===== src/rtl/mic1_run_ctrl_if.sv =====
// Button-event, core-handshake and status bundle between the Mic-1 board front end
// and the run/step controller.
interface mic1_run_ctrl_if #(
    parameter int unsigned MPC_W = 9
);
    logic             start_stop_evt;
    logic             step_evt;
    logic             mode_evt;
    logic             speed_evt;
    logic             core_halt;
    logic [MPC_W-1:0] mpc_next;
    logic             core_ce;
    logic [3:0]       led_run;
    logic             led_step_mode;
    logic             led_speed;
    logic [31:0]      cycle_cnt;

    modport master (
        output start_stop_evt, step_evt, mode_evt, speed_evt, core_halt, mpc_next,
        input  core_ce, led_run, led_step_mode, led_speed, cycle_cnt
    );

    modport slave (
        input  start_stop_evt, step_evt, mode_evt, speed_evt, core_halt, mpc_next,
        output core_ce, led_run, led_step_mode, led_speed, cycle_cnt
    );
endinterface


===== src/rtl/mic1_run_ctrl.sv =====
// Run/step controller for the Mic-1 core: gates the core clock enable for free run,
// micro step and macro step. Define CYCLE_COUNTER_EN to build the 32-bit core cycle counter.
module mic1_run_ctrl #(
    parameter int unsigned      SLOW_DIV   = 12_500_000,
    parameter int unsigned      MPC_W      = 9,
    parameter logic [MPC_W-1:0] MAIN1_ADDR = 9'h000
) (
    input  logic           clk,
    input  logic           reset,
    mic1_run_ctrl_if.slave bus
);

    typedef enum logic [2:0] {
        ST_IDLE   = 3'd0,
        ST_RUN    = 3'd1,
        ST_STEP_U = 3'd2,
        ST_STEP_M = 3'd3,
        ST_HALTED = 3'd4
    } state_t;

    localparam logic [23:0] PRESC_LAST = 24'(SLOW_DIV - 1);

    state_t      state_r;
    state_t      state_nxt_s;
    logic [23:0] presc_r;
    logic [23:0] presc_nxt_s;
    logic        core_ce_r;
    logic        core_ce_nxt_s;
    logic        step_mode_r;
    logic        step_mode_nxt_s;
    logic        speed_r;
    logic        speed_nxt_s;
    logic [3:0]  led_run_r;

    function automatic logic is_active(input state_t st);
        is_active = (st == ST_RUN) || (st == ST_STEP_U) || (st == ST_STEP_M);
    endfunction

    function automatic logic [3:0] run_leds(input state_t st);
        case (st)
            ST_IDLE:   run_leds = 4'b0001;
            ST_RUN:    run_leds = 4'b0010;
            ST_STEP_U: run_leds = 4'b0100;
            ST_STEP_M: run_leds = 4'b0100;
            ST_HALTED: run_leds = 4'b1000;
            default:   run_leds = 4'b0001;
        endcase
    endfunction

    // Next-state, prescaler and clock-enable decode; events follow halt > start/stop > step > mode/speed.
    always_comb begin
        state_nxt_s     = state_r;
        step_mode_nxt_s = step_mode_r;
        speed_nxt_s     = speed_r;
        presc_nxt_s     = 24'd0;
        core_ce_nxt_s   = 1'b0;

        if (bus.core_halt) begin
            state_nxt_s = ST_HALTED;
        end else begin
            case (state_r)
                ST_IDLE: begin
                    if (bus.start_stop_evt) begin
                        state_nxt_s = ST_RUN;
                    end else if (bus.step_evt) begin
                        state_nxt_s = step_mode_r ? ST_STEP_M : ST_STEP_U;
                    end else begin
                        step_mode_nxt_s = step_mode_r ^ bus.mode_evt;
                        speed_nxt_s     = speed_r ^ bus.speed_evt;
                    end
                end
                ST_RUN: begin
                    if (bus.start_stop_evt) begin
                        state_nxt_s = ST_IDLE;
                    end else begin
                        state_nxt_s = ST_RUN;
                    end
                end
                ST_STEP_U: begin
                    // The pulse currently on the core ends the micro step.
                    if (bus.start_stop_evt || core_ce_r) begin
                        state_nxt_s = ST_IDLE;
                    end else begin
                        state_nxt_s = ST_STEP_U;
                    end
                end
                ST_STEP_M: begin
                    if (bus.start_stop_evt || (core_ce_r && (bus.mpc_next == MAIN1_ADDR))) begin
                        state_nxt_s = ST_IDLE;
                    end else begin
                        state_nxt_s = ST_STEP_M;
                    end
                end
                ST_HALTED: begin
                    state_nxt_s = ST_HALTED;
                end
                default: begin
                    state_nxt_s = ST_IDLE;
                end
            endcase
        end

        // Prescaler restarts from zero whenever an active state is entered.
        if (is_active(state_nxt_s) && is_active(state_r) && speed_r) begin
            presc_nxt_s = (presc_r == PRESC_LAST) ? 24'd0 : (presc_r + 24'd1);
        end else begin
            presc_nxt_s = 24'd0;
        end

        if (is_active(state_nxt_s)) begin
            core_ce_nxt_s = !speed_r || (presc_nxt_s == PRESC_LAST);
        end else begin
            core_ce_nxt_s = 1'b0;
        end
    end

    // State, prescaler and registered outputs; reset drops core_ce asynchronously.
    always_ff @(posedge clk or posedge reset) begin
        if (reset) begin
            state_r     <= ST_IDLE;
            presc_r     <= 24'd0;
            core_ce_r   <= 1'b0;
            step_mode_r <= 1'b0;
            speed_r     <= 1'b0;
            led_run_r   <= 4'b0001;
        end else begin
            state_r     <= state_nxt_s;
            presc_r     <= presc_nxt_s;
            core_ce_r   <= core_ce_nxt_s;
            step_mode_r <= step_mode_nxt_s;
            speed_r     <= speed_nxt_s;
            led_run_r   <= run_leds(state_nxt_s);
        end
    end

    assign bus.core_ce       = core_ce_r;
    assign bus.led_run       = led_run_r;
    assign bus.led_step_mode = step_mode_r;
    assign bus.led_speed     = speed_r;

`ifdef CYCLE_COUNTER_EN
    logic [31:0] cycle_cnt_r;

    // Counts every edge at which the core was enabled; wraps naturally.
    always_ff @(posedge clk or posedge reset) begin
        if (reset) begin
            cycle_cnt_r <= 32'd0;
        end else if (core_ce_r) begin
            cycle_cnt_r <= cycle_cnt_r + 32'd1;
        end else begin
            cycle_cnt_r <= cycle_cnt_r;
        end
    end

    assign bus.cycle_cnt = cycle_cnt_r;
`else
    assign bus.cycle_cnt = 32'd0;
`endif

endmodule


===== src/flat_wrapper.sv =====
// flat-port wrapper written by rule: the top's interface ports become plain ports
module mic1_run_ctrl_flat 
#(
    parameter int unsigned      SLOW_DIV   = 12_500_000,
    parameter int unsigned      MPC_W      = 9,
    parameter logic [MPC_W-1:0] MAIN1_ADDR = 9'h000
)
  (clk, reset, bus_start_stop_evt, bus_step_evt, bus_mode_evt, bus_speed_evt, bus_core_halt, bus_mpc_next, bus_core_ce, bus_led_run, bus_led_step_mode, bus_led_speed, bus_cycle_cnt);
  mic1_run_ctrl_if #(.MPC_W(MPC_W)) bus_i ();
  input  logic clk;
  input  logic reset;
  input wire logic [$bits(bus_i.start_stop_evt)-1:0] bus_start_stop_evt;
  input wire logic [$bits(bus_i.step_evt)-1:0] bus_step_evt;
  input wire logic [$bits(bus_i.mode_evt)-1:0] bus_mode_evt;
  input wire logic [$bits(bus_i.speed_evt)-1:0] bus_speed_evt;
  input wire logic [$bits(bus_i.core_halt)-1:0] bus_core_halt;
  input wire logic [$bits(bus_i.mpc_next)-1:0] bus_mpc_next;
  output wire logic [$bits(bus_i.core_ce)-1:0] bus_core_ce;
  output wire logic [$bits(bus_i.led_run)-1:0] bus_led_run;
  output wire logic [$bits(bus_i.led_step_mode)-1:0] bus_led_step_mode;
  output wire logic [$bits(bus_i.led_speed)-1:0] bus_led_speed;
  output wire logic [$bits(bus_i.cycle_cnt)-1:0] bus_cycle_cnt;
  assign bus_i.start_stop_evt = bus_start_stop_evt;
  assign bus_i.step_evt = bus_step_evt;
  assign bus_i.mode_evt = bus_mode_evt;
  assign bus_i.speed_evt = bus_speed_evt;
  assign bus_i.core_halt = bus_core_halt;
  assign bus_i.mpc_next = bus_mpc_next;
  assign bus_core_ce = bus_i.core_ce;
  assign bus_led_run = bus_i.led_run;
  assign bus_led_step_mode = bus_i.led_step_mode;
  assign bus_led_speed = bus_i.led_speed;
  assign bus_cycle_cnt = bus_i.cycle_cnt;
  mic1_run_ctrl #(.SLOW_DIV(SLOW_DIV), .MPC_W(MPC_W), .MAIN1_ADDR(MAIN1_ADDR)) u_core (.clk(clk), .reset(reset), .bus(bus_i));
endmodule

===== config.mk =====
export PLATFORM = sky130hd
export DESIGN_NAME = mic1_run_ctrl_flat
export DESIGN_NICKNAME = d
export VERILOG_FILES = /design/src/rtl/mic1_run_ctrl_if.sv /design/src/rtl/mic1_run_ctrl.sv /design/src/flat_wrapper.sv
export SDC_FILE = /design/constraint.sdc
export NUM_CORES = 1
export LEC_CHECK = 0
export CAP_MARGIN = 20
export CELL_PAD_IN_SITES_DETAIL_PLACEMENT = 0
export CELL_PAD_IN_SITES_GLOBAL_PLACEMENT = 1
export CORE_ASPECT_RATIO = 0.7
export CORE_MARGIN = 1
export CORE_UTILIZATION = 38
export CTS_BUF_LIST = sky130_fd_sc_hd__clkbuf_4
export DETAILED_ROUTE_END_ITERATION = 7
export GPL_TIMING_DRIVEN = 0
export PLACE_DENSITY = 0.8
export SLEW_MARGIN = 20
export SYNTH_ARGS = -nofsm -noshare
export SYNTH_HDL_FRONTEND = slang
export SYNTH_SLANG_ARGS = --single-unit
export TNS_END_PERCENT = 20

===== constraint.sdc =====
create_clock -name clk -period 2.5 [get_ports clk]
set_input_delay 0.5 -clock clk [delete_from_list [all_inputs] [get_ports clk]]
set_output_delay 0.5 -clock clk [all_outputs]
set_load 0.02 [all_outputs]

Word level (Yosys, flattened, before mapping) --
Cells that the tools add are included.
Storage, ports and cells: input bits 16, bits in latches 0, bits in read-only memories 0, register bits after elaboration 34, memories 0, bits in writable memories 0
Operators by class: shift operators 0, divide/modulo/power cells 0, bitwise operators 5, reductions and logical operators 15, multiply operators 0, $add $sub $neg 1, equal/unequal tests 10, multiplexer cells 12, magnitude comparators 0
Operators with widths (count):
- 24-bit == test, second input constant | 2
- 24-bit 2-to-1 mux | 2
- 24-bit by 1-bit adder with 24-bit output, second input constant | 1
- 3-bit one-hot mux with 5 select lines | 1
- 3-bit by 2-bit == test with 1-bit output, second input constant | 4
- 4-bit one-hot mux with 3 select lines | 1
- 9-bit zero test | 1
- 3-bit 2-to-1 mux | 3
- 1-bit logical OR | 7
- 3-bit by 1-bit == test with 1-bit output, second input constant | 2
- 3-bit == test, second input constant | 2
- 2-bit 2-to-1 mux | 2
- 4-bit AND reduction | 1
- 1-bit logical AND | 3
- 3-bit zero test | 1
- 1-bit 2-to-1 mux | 3
- 1-bit NOT | 3
- 2-bit OR reduction | 1
- 1-bit XOR | 2
- 1-bit zero test | 1

Depth between registers and ports, before layout --
depth in word-level cells 15, mapped depth 8, mapped depth without buffers 7

Worst setup path before layout --
Ideal clock, no wire load.
path type reg2reg, from register u_core.presc_r[0], to register u_core.core_ce_r, in the netlist u_core.bus.core_ce, required time 2.410 ns, period minus slack after synthesis 2.290 ns, arrival 2.200 ns, setup slack 0.210 ns, cell stages (with the launch flop) 9, path buffers 1, cell sequence dfrtp_1 > ha_1 > nand3_2 > buf_6 > o31a_1 > a2111oi_2 > o2111ai_1 > or4b_4 > o31ai_4
Between the ends: longest elaborated chain between the ends 6
Ends and longest elaborated chain:
- from (decl) | RTL line mic1_run_ctrl.sv:25 | logic [23:0] presc_r;
- from (signal assigned) | RTL line mic1_run_ctrl.sv:128 | presc_r <= presc_nxt_s;
- 24-bit by 1-bit adder with 24-bit output / 24-bit == test (equally long branches) | RTL line mic1_run_ctrl.sv:105 | presc_nxt_s = (presc_r == PRESC_LAST) ? 24'd0 : (presc_r + 24'd1);
- 24-bit 2-to-1 mux (*) | RTL line mic1_run_ctrl.sv:105
- 24-bit 2-to-1 mux (*) | RTL line mic1_run_ctrl.sv:104 | if (is_active(state_nxt_s) && is_active(state_r) && speed_r) begin
- 24-bit == test (*) | RTL line mic1_run_ctrl.sv:111 | core_ce_nxt_s = !speed_r || (presc_nxt_s == PRESC_LAST);
- 1-bit logical OR (*) | RTL line mic1_run_ctrl.sv:111
- 1-bit 2-to-1 mux (*) | RTL line mic1_run_ctrl.sv:110 | if (is_active(state_nxt_s)) begin
- named net u_core.core_ce_nxt_s | RTL line mic1_run_ctrl.sv:28 | logic core_ce_nxt_s;
- to (signal assigned) | RTL line mic1_run_ctrl.sv:129 | core_ce_r <= core_ce_nxt_s;
- to (decl) | RTL line mic1_run_ctrl.sv:27 | logic core_ce_r;
The timed path passes the listed nets; every way through them passes the cells marked *. A chain may end at the register's enable or synchronous reset.

Final worst setup path --
from register u_core.presc_r[7], to register u_core.core_ce_r, in the netlist u_core.bus.core_ce
The elaborated chain is that of the path after synthesis.

==> out/metrics.cfg <==
[power_and_ir_drop]
ir_drop_mv=0.264
pwr-share-seq_pct=56.1
swShare_pct=27.3
pwr-share-clk_pct=30.3
power.total_mw=0.989
combPwrFrac_pct=13.6
powerDensity_nw_per_um2=355
power.switching_mw=0.270
internal_power_mw=0.719
power.leakage_nw=1.18

[grt]
grt_first_pass_wirelength_mm=8.08
antenna_found_initial=0
grtUsageTotal_pct=17.4
grt_overflow_total=0
grt_max_degree=35
grt_pass1_vias=1568

[die]
die_width_um=93.4
core_area_sq_um=5420
die_area_sq_um=6160
initial_core_util_pct=41.0
boundaryPins=55
die_y_um=66.0
fp-row-count=22

[clocking]
cts_root_buf=clkbuf_4
clock-sinks=34
worst_skew_pair.late_latency_ns=0.34
clk_pin_slew_ns=0.11
cts_tree=built
numCtsBuffers=5
cts_max_path_buffers=2
ctsHtreeMaxLevel=2

[timing]
fmax_mhz=409
finalCritPeriodShare_pct=97.7
fin_ws_ns=0.0566
finalSetupViolations=0
slew_headroom_pct=52.8
tightest_slew_ns=0.707
timing.hold.ws_ns=0.517
finalMaxSlewViolations=0
hold_viol=0
fin_skew_ns=0.00744
fin_crit_ns=2.44

[cells_and_area]
antenna_cells=0
fin_nets=319
drive_above_1_share_pct=22.4
instances_no_fill=375
synthToLayoutAreaGrowth_pct=25.5

[placed_design]
port_buffers=22
numPlacedInstances=364
dp_slack_ns=-0.478
place_hpwl_mm=3.66
gp_congestion=0.776

[worst_setup_path]
crit_required_ns=2.76
criticalPathCategory=reg -> reg
r2r_end=u_core.bus.core_ce
cp.arrival_ns=2.71
r2r_slack_ns=0.06
worstRegToRegCells=6
cp-start-kind=register
critPathCaptureType=register
r2r_start=u_core.presc_r[7]
crit_fanout=7

[route]
routedWlPerCell_um=13.1
drt_iter0_markers=95
vias=1759
drt-total-wl_mm=4.89
drt-vias-per-instance=4.69
drc=0
ant_nets=0
first_pass_iters=4

[min_path]
hold_path_class=reg -> reg
hold_path_depth=1
min_to=u_core.bus.led_step_mode
worstHoldStart=u_core.bus.led_step_mode

[synth]
synth_seq_cells=34
syn_area_sq_um=2220
synth_area_per_cell_sq_um=9.30
netlist_instances=239
yosysWarnings=0
async_flop_share_pct=100
synth_cell_type_count=56
synth_edf_count=0
ys_seq_area_share_pct=38.3
synth-main-ff-cell=dfrtp_1

[status]
status=complete, no violations

[run]
cap_violations=0

-- layer usage --
layer  GRT usage (%)  part of all wire, %
met1            27.4                   54
met3            4.02                  6.7
met5               0                    0
met4            5.19                  1.1
met2            22.7                   38
-- synth_stat cells, drive strengths merged, types with 2 or more instances --
library cell,count,share of area (%)
o21ai,5,1.1
xor2,11,4.3
buf,37,12
nand2,15,2.5
nor4,9,3.2
nand4,8,2.8
nor2,31,5.3
nor2b,3,0.84
and3b,2,0.79
nor4b,3,1.2
inv,8,1.4
nor3,4,0.90
o21a,2,0.68
xnor2,11,4.3
or3,2,0.56
nand3b,3,1.0
mux2i,2,0.90
a21oi,9,2.0
dfrtp,33,37
a21boi,2,0.84
or4,2,0.68
nand3,11,2.9
-- cell type report --
type | count | area, sq um
fill | 503 | 2630
multi-input combinational | 190 | 1230
sequential | 34 | 853
buffer | 38 | 284
timing repair buffer | 25 | 245
tap | 72 | 90.1
clock buffer | 5 | 37.5
inverter | 8 | 30.0
clock inverter | 3 | 16.3
-- how the worst max path moves through the flow --
stage                      start                  to  slack, ns  cells after the start
6_report       u_core.presc_r[7]  u_core.bus.core_ce       0.06                      6
3_5_place_dp     bus_mpc_next[3]   u_core.presc_r[5]      -0.48                      7
3_3_place_gp     bus_mpc_next[3]  u_core.presc_r[20]      -0.45                      7
4_1_cts        u_core.presc_r[0]  u_core.bus.core_ce     -0.002                      8
5_1_grt        u_core.presc_r[1]  u_core.bus.core_ce      -0.02                      7
2_1_floorplan  u_core.presc_r[0]  u_core.bus.core_ce       0.21                      8
-- flip-flops by register name (all words and copies together), names as in the netlist --
| signal | flops |
|---|---|
| u_core.state_r | 3 |
| u_core.bus.core_ce | 1 |
| u_core.bus.led_step_mode | 1 |
| u_core.presc_r | 24 |
| u_core.bus.led_run | 4 |
| u_core.bus.led_speed | 1 |
-- layout by cell type, fill, tap and decap left out, types with 4 or more instances in the layout --
master and count:
clkbuf_4 5, nand2_1 14, buf_4 38, nor2_1 29
dfrtp_1 32, nor3_1 4, xor2_1 11, xnor2_1 11
clkdlybuf4s50_1 21, a21oi_1 9, nor4_1 8, nand4_1 6
nand3_1 9, conb_1 32, inv_1 7, o21ai_0 4
-- metrics by stage --
stage	area [sq um]	utilization (%)	TNS, ns
floorplan	2340	-	0
global placement	2650	48.8	-7.96
detailed placement	2650	48.8	-8.07
CTS	2710	50.0	-0.00216
global route	2790	51.4	-0.0174
finish	2790	51.4	0
-- critical path, stage by stage, from the launching register on --
cell	delay (ns)
dfrtp_1	0.48
nand2_1	0.23
nor4_4	0.54
nand3_2	0.18
xor2_1	0.20
or4b_4	0.55
o31ai_4	0.17
-- timing repair --
action / 4_1_cts / 5_1_grt
pin swaps: 0 / 1
gates resized for setup: 5 / 7
hold buffers: 0 / 0
buffers inserted: 0 / 3
setup endpoints to repair: 11 / 12
-- power by group through the flow --
stage / logic (mW) / clock network, mW / registers [mW]
final: 0.135 / 0.299 / 0.555
after global routing: 0.146 / 0.343 / 0.556
after CTS: 0.133 / 0.313 / 0.555
after detailed placement: 0.133 / 0 / 0.566
after global placement: 0.133 / 0 / 0.566
after floorplan: 0.0949 / 0 / 0.568
-- kinds of logic (layout without fill, tap and decap cells) --
kind of cell | after synthesis | in the layout | synth area share (%)
buf+inv | 46 | 79 | 14.0
simple gates | 102 | 102 | 26.2
other cells | 1 | 32 | 0.169
mux | 3 | 3 | 1.41
compound gates | 30 | 30 | 10.6
fa+ha+maj | 1 | 1 | 0.563
flops | 34 | 34 | 38.3
xor+xnor | 22 | 22 | 8.67
Power figures use the tool's default switching activity.
